**src/rtl/sync_test_sequencer.sv**
```systemverilog
// rtl/sync_test_sequencer.sv - drives patterns through a synchronizer channel and checks the toggle-acknowledged return data
// Optional first-error capture ports are enabled by defining ERR_CAPTURE_EN.
module sync_test_sequencer #(
  parameter int N        = 8,
  parameter int NUM_XFER = 16,
  parameter int TIMEOUT  = 255
) (
  input  logic         clk,
  input  logic         rst_n,
  input  logic         start,
  input  logic [2:0]   chan,
  input  logic         ack_in,
  input  logic [N-1:0] rx_data,
  output logic [N-1:0] tx_data,
  output logic         stb_out,
  output logic [2:0]   sel_out,
  output logic         busy,
  output logic         done,
  output logic [7:0]   err_cnt,
  output logic         timeout_flag
`ifdef ERR_CAPTURE_EN
  ,
  output logic [N-1:0] first_err_data,
  output logic [7:0]   first_err_idx
`endif
);

  typedef enum logic [2:0] {
    S_IDLE, S_LOAD, S_STROBE, S_WAIT, S_CHECK, S_DONE
  } state_t;

  localparam logic [N-1:0] PAT_ONE = {{(N-1){1'b0}}, 1'b1};

  state_t       state, state_nx;
  logic         ack_s1, ack_s2, ack_prev;
  logic         ack_evt;
  logic [N-1:0] pattern;
  logic [N-1:0] cap_data;
  logic [7:0]   idx;
  logic [9:0]   wait_cnt;
  logic         timed_out;
  logic         wait_expired;
  logic         last_xfer;
  logic         mismatch;
  logic [7:0]   err_inc;

  // Two-flop synchronizer plus one history flop; either edge of the second flop is an event.
  always_ff @(posedge clk or negedge rst_n) begin
    if (!rst_n) begin
      ack_s1   <= 1'b0;
      ack_s2   <= 1'b0;
      ack_prev <= 1'b0;
    end else begin
      ack_s1   <= ack_in;
      ack_s2   <= ack_s1;
      ack_prev <= ack_s2;
    end
  end

  assign ack_evt      = ack_s2 ^ ack_prev;
  assign wait_expired = ({1'b0, wait_cnt} + 11'd1) == 11'(TIMEOUT);
  assign last_xfer    = ({1'b0, idx} + 9'd1) >= 9'(NUM_XFER);
  assign mismatch     = !timed_out && (cap_data != pattern);
  assign err_inc      = (err_cnt == 8'hFF) ? err_cnt : err_cnt + 8'd1;

  always_ff @(posedge clk or negedge rst_n) begin
    if (!rst_n) state <= S_IDLE;
    else        state <= state_nx;
  end

  always_comb begin
    state_nx = state;
    unique case (state)
      S_IDLE:   if (start) state_nx = S_LOAD;
      S_LOAD:   state_nx = S_STROBE;
      S_STROBE: state_nx = S_WAIT;
      S_WAIT:   if (ack_evt || wait_expired) state_nx = S_CHECK;
      S_CHECK:  state_nx = last_xfer ? S_DONE : S_LOAD;
      S_DONE:   state_nx = S_IDLE;
      default:  state_nx = S_IDLE;
    endcase
  end

  assign busy    = (state != S_IDLE);
  assign stb_out = (state == S_STROBE);
  assign done    = (state == S_DONE);

`ifdef ERR_CAPTURE_EN
  logic err_seen;
`endif

  always_ff @(posedge clk or negedge rst_n) begin
    if (!rst_n) begin
      tx_data      <= '0;
      sel_out      <= '0;
      err_cnt      <= '0;
      timeout_flag <= 1'b0;
      pattern      <= '0;
      cap_data     <= '0;
      idx          <= '0;
      wait_cnt     <= '0;
      timed_out    <= 1'b0;
`ifdef ERR_CAPTURE_EN
      err_seen       <= 1'b0;
      first_err_data <= '0;
      first_err_idx  <= '0;
`endif
    end else begin
      case (state)
        S_IDLE: if (start) begin
          sel_out      <= chan;
          err_cnt      <= '0;
          timeout_flag <= 1'b0;
          idx          <= '0;
          pattern      <= PAT_ONE;
`ifdef ERR_CAPTURE_EN
          err_seen       <= 1'b0;
          first_err_data <= '0;
          first_err_idx  <= '0;
`endif
        end
        S_LOAD: tx_data <= pattern;
        S_STROBE: begin
          wait_cnt  <= '0;
          timed_out <= 1'b0;
        end
        // An ack landing on the expiry cycle wins over the timeout.
        S_WAIT: begin
          if (ack_evt) begin
            cap_data <= rx_data;
          end else if (wait_expired) begin
            timed_out    <= 1'b1;
            timeout_flag <= 1'b1;
            err_cnt      <= err_inc;
          end else begin
            wait_cnt <= wait_cnt + 10'd1;
          end
        end
        S_CHECK: begin
          if (mismatch) begin
            err_cnt <= err_inc;
`ifdef ERR_CAPTURE_EN
            if (!err_seen) begin
              err_seen       <= 1'b1;
              first_err_data <= cap_data;
              first_err_idx  <= idx;
            end
`endif
          end
          idx     <= idx + 8'd1;
          pattern <= pattern + PAT_ONE;
        end
        default: ;
      endcase
    end
  end

endmodule
```
**config.mk**
```make
export PLATFORM = sky130hd
export DESIGN_NAME = sync_test_sequencer
export DESIGN_NICKNAME = d
export VERILOG_FILES = /design/src/rtl/sync_test_sequencer.sv
export SDC_FILE = /design/constraint.sdc
export NUM_CORES = 1
export LEC_CHECK = 0
export ABC_AREA = 1
export CAP_MARGIN = 20
export CELL_PAD_IN_SITES_DETAIL_PLACEMENT = 0
export CELL_PAD_IN_SITES_GLOBAL_PLACEMENT = 1
export CORE_MARGIN = 5
export CORE_UTILIZATION = 42
export DETAILED_ROUTE_END_ITERATION = 8
export HOLD_SLACK_MARGIN = 0.03
export PLACE_DENSITY_LB_ADDON = 0.1
export SETUP_SLACK_MARGIN = 0.15
export SYNTH_ARGS = -nofsm -noshare
export SYNTH_HDL_FRONTEND = slang
export SYNTH_SLANG_ARGS = --single-unit
```
**constraint.sdc**
```tcl
create_clock -name clk -period 2.1 [get_ports clk]
set_input_delay 0.42 -clock clk [delete_from_list [all_inputs] [get_ports clk]]
set_output_delay 0.42 -clock clk [all_outputs]
set_load 0.03 [all_outputs]
```
Word-level counts from Yosys, hierarchy flattened
Index checks and enable logic that the tools add are counted.
{"block": "word_totals", "out_inout_bits": 23, "register_bits": 61, "wordCells": 73, "in_bits": 15}
{"block": "op_classes", "reduce_logical": 17, "bitwise": 1, "eq_ne": 14, "addsub": 6, "mux": 21, "order_cmp": 1}
{"cell": "$mux 8", "n": 6}
{"cell": "$pmux 8 s2", "n": 2}
{"cell": "$add 8x1->8 const B", "n": 3}
{"cell": "$pmux 8 s3", "n": 1}
{"cell": "$mux 10", "n": 2}
{"cell": "$pmux 10 s2", "n": 1}
{"cell": "$pmux 3 s5", "n": 1}
{"cell": "$ne 2x2->1 const B", "n": 6}
{"cell": "$add 10x1->11 const B", "n": 1}
{"cell": "$eq 11x8->1 const B", "n": 1}
{"cell": "$add 10x1->10 const B", "n": 1}
{"cell": "$add 8x1->9 const B", "n": 1}
{"cell": "$ge 9x5->1 const B", "n": 1}
{"cell": "$mux 3", "n": 3}
{"cell": "$eq 8x8->1 const B", "n": 1}
{"cell": "$ne 8x8->1", "n": 1}
{"cell": "$reduce_and 2->1", "n": 4}
{"cell": "$eq 3x2->1 const B", "n": 2}
{"cell": "$eq 3x3->1 const B", "n": 2}
{"cell": "$reduce_and 3->1", "n": 2}
{"cell": "$reduce_bool 2->1", "n": 3}
{"cell": "$reduce_bool 3->1", "n": 2}
{"cell": "$reduce_and 5->1", "n": 1}
{"cell": "$pmux 1 s2", "n": 2}
{"cell": "8 further kinds", "n": 10}

Depth between registers and ports, before layout
{"block": "logic_depth", "word_depth": 5, "ltp_mapped": 13, "mapped_depth_nobuf": 13}

Worst setup path before layout
OpenSTA, ideal clock, no wires.
{"block": "synth_path", "kind": "register to register", "startpoint": "reg state[1]", "endpoint": "reg wait_cnt[0]", "slack_ns": 0.161, "arrival_time_ns": 1.873, "n_path_buf": 1, "t_required_ns": 2.034, "stages_incl_launch_ff": 8, "setup_time_ns": 0.066, "path_cell_list": "dfrtp_1 inv_1 nor3_1 inv_1 nand2_1 buf_2 nand4_1 nand2_1"}
{"block": "synth_via", "elab_chain_len": 3}
{"item": "from (decl)", "line": "34", "source": "state_t state, state_nx;"}
{"item": "from (signal assigned)", "line": "68", "source": "else state <= state_nx;"}
{"item": "$eq 3x2->1 (*)"}
{"item": "named net stb_out", "line": "15", "source": "output logic stb_out,"}
{"item": "$reduce_bool 2->1 (no line)"}
{"item": "$reduce_and 3->1 (no line)"}
{"item": "to (signal assigned)", "line": "136", "source": "wait_cnt <= wait_cnt + 10'd1;"}
{"item": "to (decl)", "line": "40", "source": "logic [9:0] wait_cnt;"}
The timed path passes the listed nets; every way through them passes the cells marked *.
A chain may end at the register's enable or synchronous reset.

Final worst setup path
{"block": "layout_path", "startpoint": "reg err_cnt[2]", "endpoint": "out err_cnt[2]"}
{"item": "from (decl)", "line": "19", "source": "output logic [7:0] err_cnt,"}
{"item": "from (signal assigned)", "line": "134", "source": "err_cnt <= err_inc;"}
{"item": "from (signal assigned)", "line": "141", "source": "err_cnt <= err_inc;"}
No word-level cell between the ends.

==> flow_metrics.env <==
export IMPL_path_cells="clkdlybuf4s50_1"
export IMPL_grt_busiest_layer="met2"
export IMPL_cts_buffers=9
export IMPL_required_ps=1680
export IMPL_hold_buffers=0
export IMPL_max_cap_violations=0
export IMPL_cts_root_buf="clkbuf_8"
export IMPL_synth_edf_count=0
export IMPL_place_congestion=0.811
export IMPL_grt_max_degree=62
export IMPL_drive_above_1_share_pct=17.8
export IMPL_rsz0062_at_grt="true"
export IMPL_ant_nets=0
export IMPL_crit_start="err_cnt[2]"
export IMPL_cpMaxStageDelayCell="clkdlybuf4s50_1"
export IMPL_maxSlewViolCount=0
export IMPL_yosys_top_cells_area="dfrtp_1 (46%), nand2_1 (13%), inv_1 (4.0%)"
export IMPL_worst_pin_slew_ps=539
export IMPL_insertion_delay_ps=340
export IMPL_worstPathArrival_ps=1460
export IMPL_use_met2_pct=23.5
export IMPL_fin_crit_sh_pct=89.7
export IMPL_seq_power_share_pct=34.5
export IMPL_grt_pass1_vias=2628
export IMPL_synth_commonest_cells="nand2_1 (116), dfrtp_1 (61), inv_1 (35)"
export IMPL_cpLargestDelayFamily="buffers and inverters"
export IMPL_grt_ovfl_total=0
export IMPL_power_frac_comb_pct=41.3
export IMPL_crit_type="flop to output pin"
export IMPL_core_um2=7730
export IMPL_htree_levels=3
export IMPL_swShare_pct=40.7
export IMPL_synth_area_per_cell_um2=8.40
export IMPL_row_count=32
export IMPL_status="finished, final reports clean"
export IMPL_yosysSeqAreaShare_pct=46.0
export IMPL_met1_usage_pct=22.1
export IMPL_synth_top_area_share_pct=46.0
export IMPL_antenna_found_initial=0
export IMPL_post_synth_num_cell_types=39
export IMPL_yosys_area_top_type="dfrtp_1"
export IMPL_dieWidth_um=98.9
export IMPL_slew_headroom_pct=63.9
export IMPL_drt_iter0_drc=73
export IMPL_syn_inst=395
export IMPL_place_port_buffers=37
export IMPL_final_hold_viol_count=0
export IMPL_diodes=0
export IMPL_grt_usage_pct=15.8
export IMPL_via_per_inst=4.90
export IMPL_rr_startpoint="state[2]"
export IMPL_async_reset_ff_share_pct=100
export IMPL_clkPwrFrac_pct=24.2
export IMPL_p_int_uw=2860
export IMPL_setup_violations=0
export IMPL_clockBufferDepth=2
export IMPL_path_buf_inv=1
export IMPL_synth_ff_type="dfrtp_1"
export IMPL_p_per_area_nw_per_um2=1160
export IMPL_cts_tree="yes"
export IMPL_path_max_fanout=5
export IMPL_drcViolationCount=0
export IMPL_io_pins=38
export IMPL_tns_ps=0
export IMPL_cpPeakStageDelay_ps=700
export IMPL_endpoint_kind="output pin"
export IMPL_p_leak_uw=0.00190
export IMPL_clock_sinks=61
export IMPL_dr_total_vias=2734
export IMPL_start_util_pct=43.0
export IMPL_synth_warnings=0
export IMPL_die_h_um=98.9
export IMPL_wl_per_cell_um=13.2
export IMPL_area_growth_pct=25.0
export IMPL_min_period_ps=1880
export IMPL_clk_pin_slew_ps=70
export IMPL_place_hpwl_um=5190
export IMPL_crit_path_start_kind="flop"
export IMPL_syn_area_um2=3320
export IMPL_grtUsageMet3_pct=5.31
export IMPL_p_sw_uw=1960
export IMPL_dieArea_um2=9780
export IMPL_hold_path_class="input port to asynchronous set/reset pin"
export IMPL_wl_um=7380
export IMPL_skew_ps=7.59
export IMPL_synth_fp_nets=416
export IMPL_drt_pass1_iter_count=4
export IMPL_grt_pass1_wl_um=12600
export IMPL_max_freq_ghz=0.531
export IMPL_ir_worst_vdd_v=0.000580
export IMPL_synth_seq_cells=61
export IMPL_fin_nets=472
export IMPL_synth_most_common_cell="nand2_1"
export IMPL_final_util_pct=53.7
## cell usage in the layout (no fill, tap or decap), drive strengths merged, types with 9 or more instances in the layout
| cell | instances |
|---|---|
| mux2 | 10 |
| o21ai | 20 |
| nand4 | 14 |
| a21oi | 14 |
| buf | 17 |
| nand2 | 124 |
| xnor2 | 10 |
| nor2 | 42 |
| dfrtp | 61 |
| nand3 | 26 |
| clkbuf | 9 |
| inv | 40 |
| clkdlybuf4s50 | 31 |
## power by group through the flow
stage	logic, µW	registers, µW	clock network [µW]
2_1_floorplan	1190	1770	0
3_3_place_gp	1970	1660	0
3_5_place_dp	1980	1670	0
4_1_cts	1980	1660	1210
5_1_grt	2190	1700	1250
6_report	1990	1660	1170
## cell type report
class	instances	area [µm²]
well taps	102	128
fillers	736	3580
inverters	40	150
clock buffers	9	124
flip-flops and latches	61	1530
repair buffers	52	492
multi-input cells	287	1630
clock inverters	7	98.8
## path summary, 6_finish.rpt
path / end / slack, ps / depth (start not counted)
min in group clk: ack_s2 / 350 / 0
setup / recovery: err_cnt[2] / 220 / 1
setup reg to reg: err_cnt[2] / 320 / 12
hold / removal: idx[6] / 70 / 2
hold reg to reg: ack_s2 / 350 / 0
max in group asynchronous: state[0] / 1730 / 2
## worst register-to-register path, stage by stage, from the launching register on
cell     delay (ps)
dfrtp_1         430
inv_2            60
buf_4           150
nand3_4          80
inv_2           110
nand2_1         110
nand2_1          80
a21oi_2         130
o21ai_2         110
nor2_8          190
nand2_4         110
nand2_1          70
nand2_1          50
## state kept, by name, summed over array words and instances, names as in the netlist
| name | flops |
|---|---|
| timeout_flag | 1 |
| idx | 8 |
| wait_cnt | 10 |
| err_cnt | 8 |
| tx_data | 8 |
| ack_s1 | 1 |
| ack_s2 | 1 |
| pattern | 8 |
| cap_data | 8 |
| sel_out | 3 |
| ack_prev | 1 |
| timed_out | 1 |
| state | 3 |
## kinds of logic (layout without fill, tap and decap cells)
kind of cell             after synthesis  in the layout  share of synthesized area (%)
AO/OA/AOI/OAI                         39             39                           6.52
multiplexers                          11             11                           3.69
XOR/XNOR                              15             15                           3.96
flip-flops                            61             61                           46.0
adder cells (fa/ha/maj)                6              6                           2.26
AND/OR/NAND/NOR                      216            216                           31.9
buffers and inverters                 47            108                           5.65
## layer usage
metal  vias to the layer above  part of all wire, %
li1                       1393                    -
met1                      1287                   50
met2                        48                   44
met3                         6                  4.6
met4                         0                 0.83
met5                         -                    0
## through the flow
| step | instance area [µm²] | power [µW] | cells | worst slack, ps | hold WS (ps) |
|---|---|---|---|---|---|
| after global placement | 3880 | 3630 | 539 | 138 | 334 |
| after CTS | 4110 | 4840 | 555 | 156 | 85.1 |
| final | 4150 | 4820 | 558 | 216 | 72.6 |
| after global routing | 4150 | 5150 | 558 | 139 | 99.9 |
| after detailed placement | 3880 | 3650 | 539 | 104 | 335 |
| after floorplan | 3320 | 2970 | 395 | 161 | 124 |
## repair_timing
item,4_1_cts,5_1_grt
endpoints found under the setup margin,3,25
setup buffers,0,3
gates resized for setup,16,8
pin swaps,0,1
(Power assumes the default switching activity.)
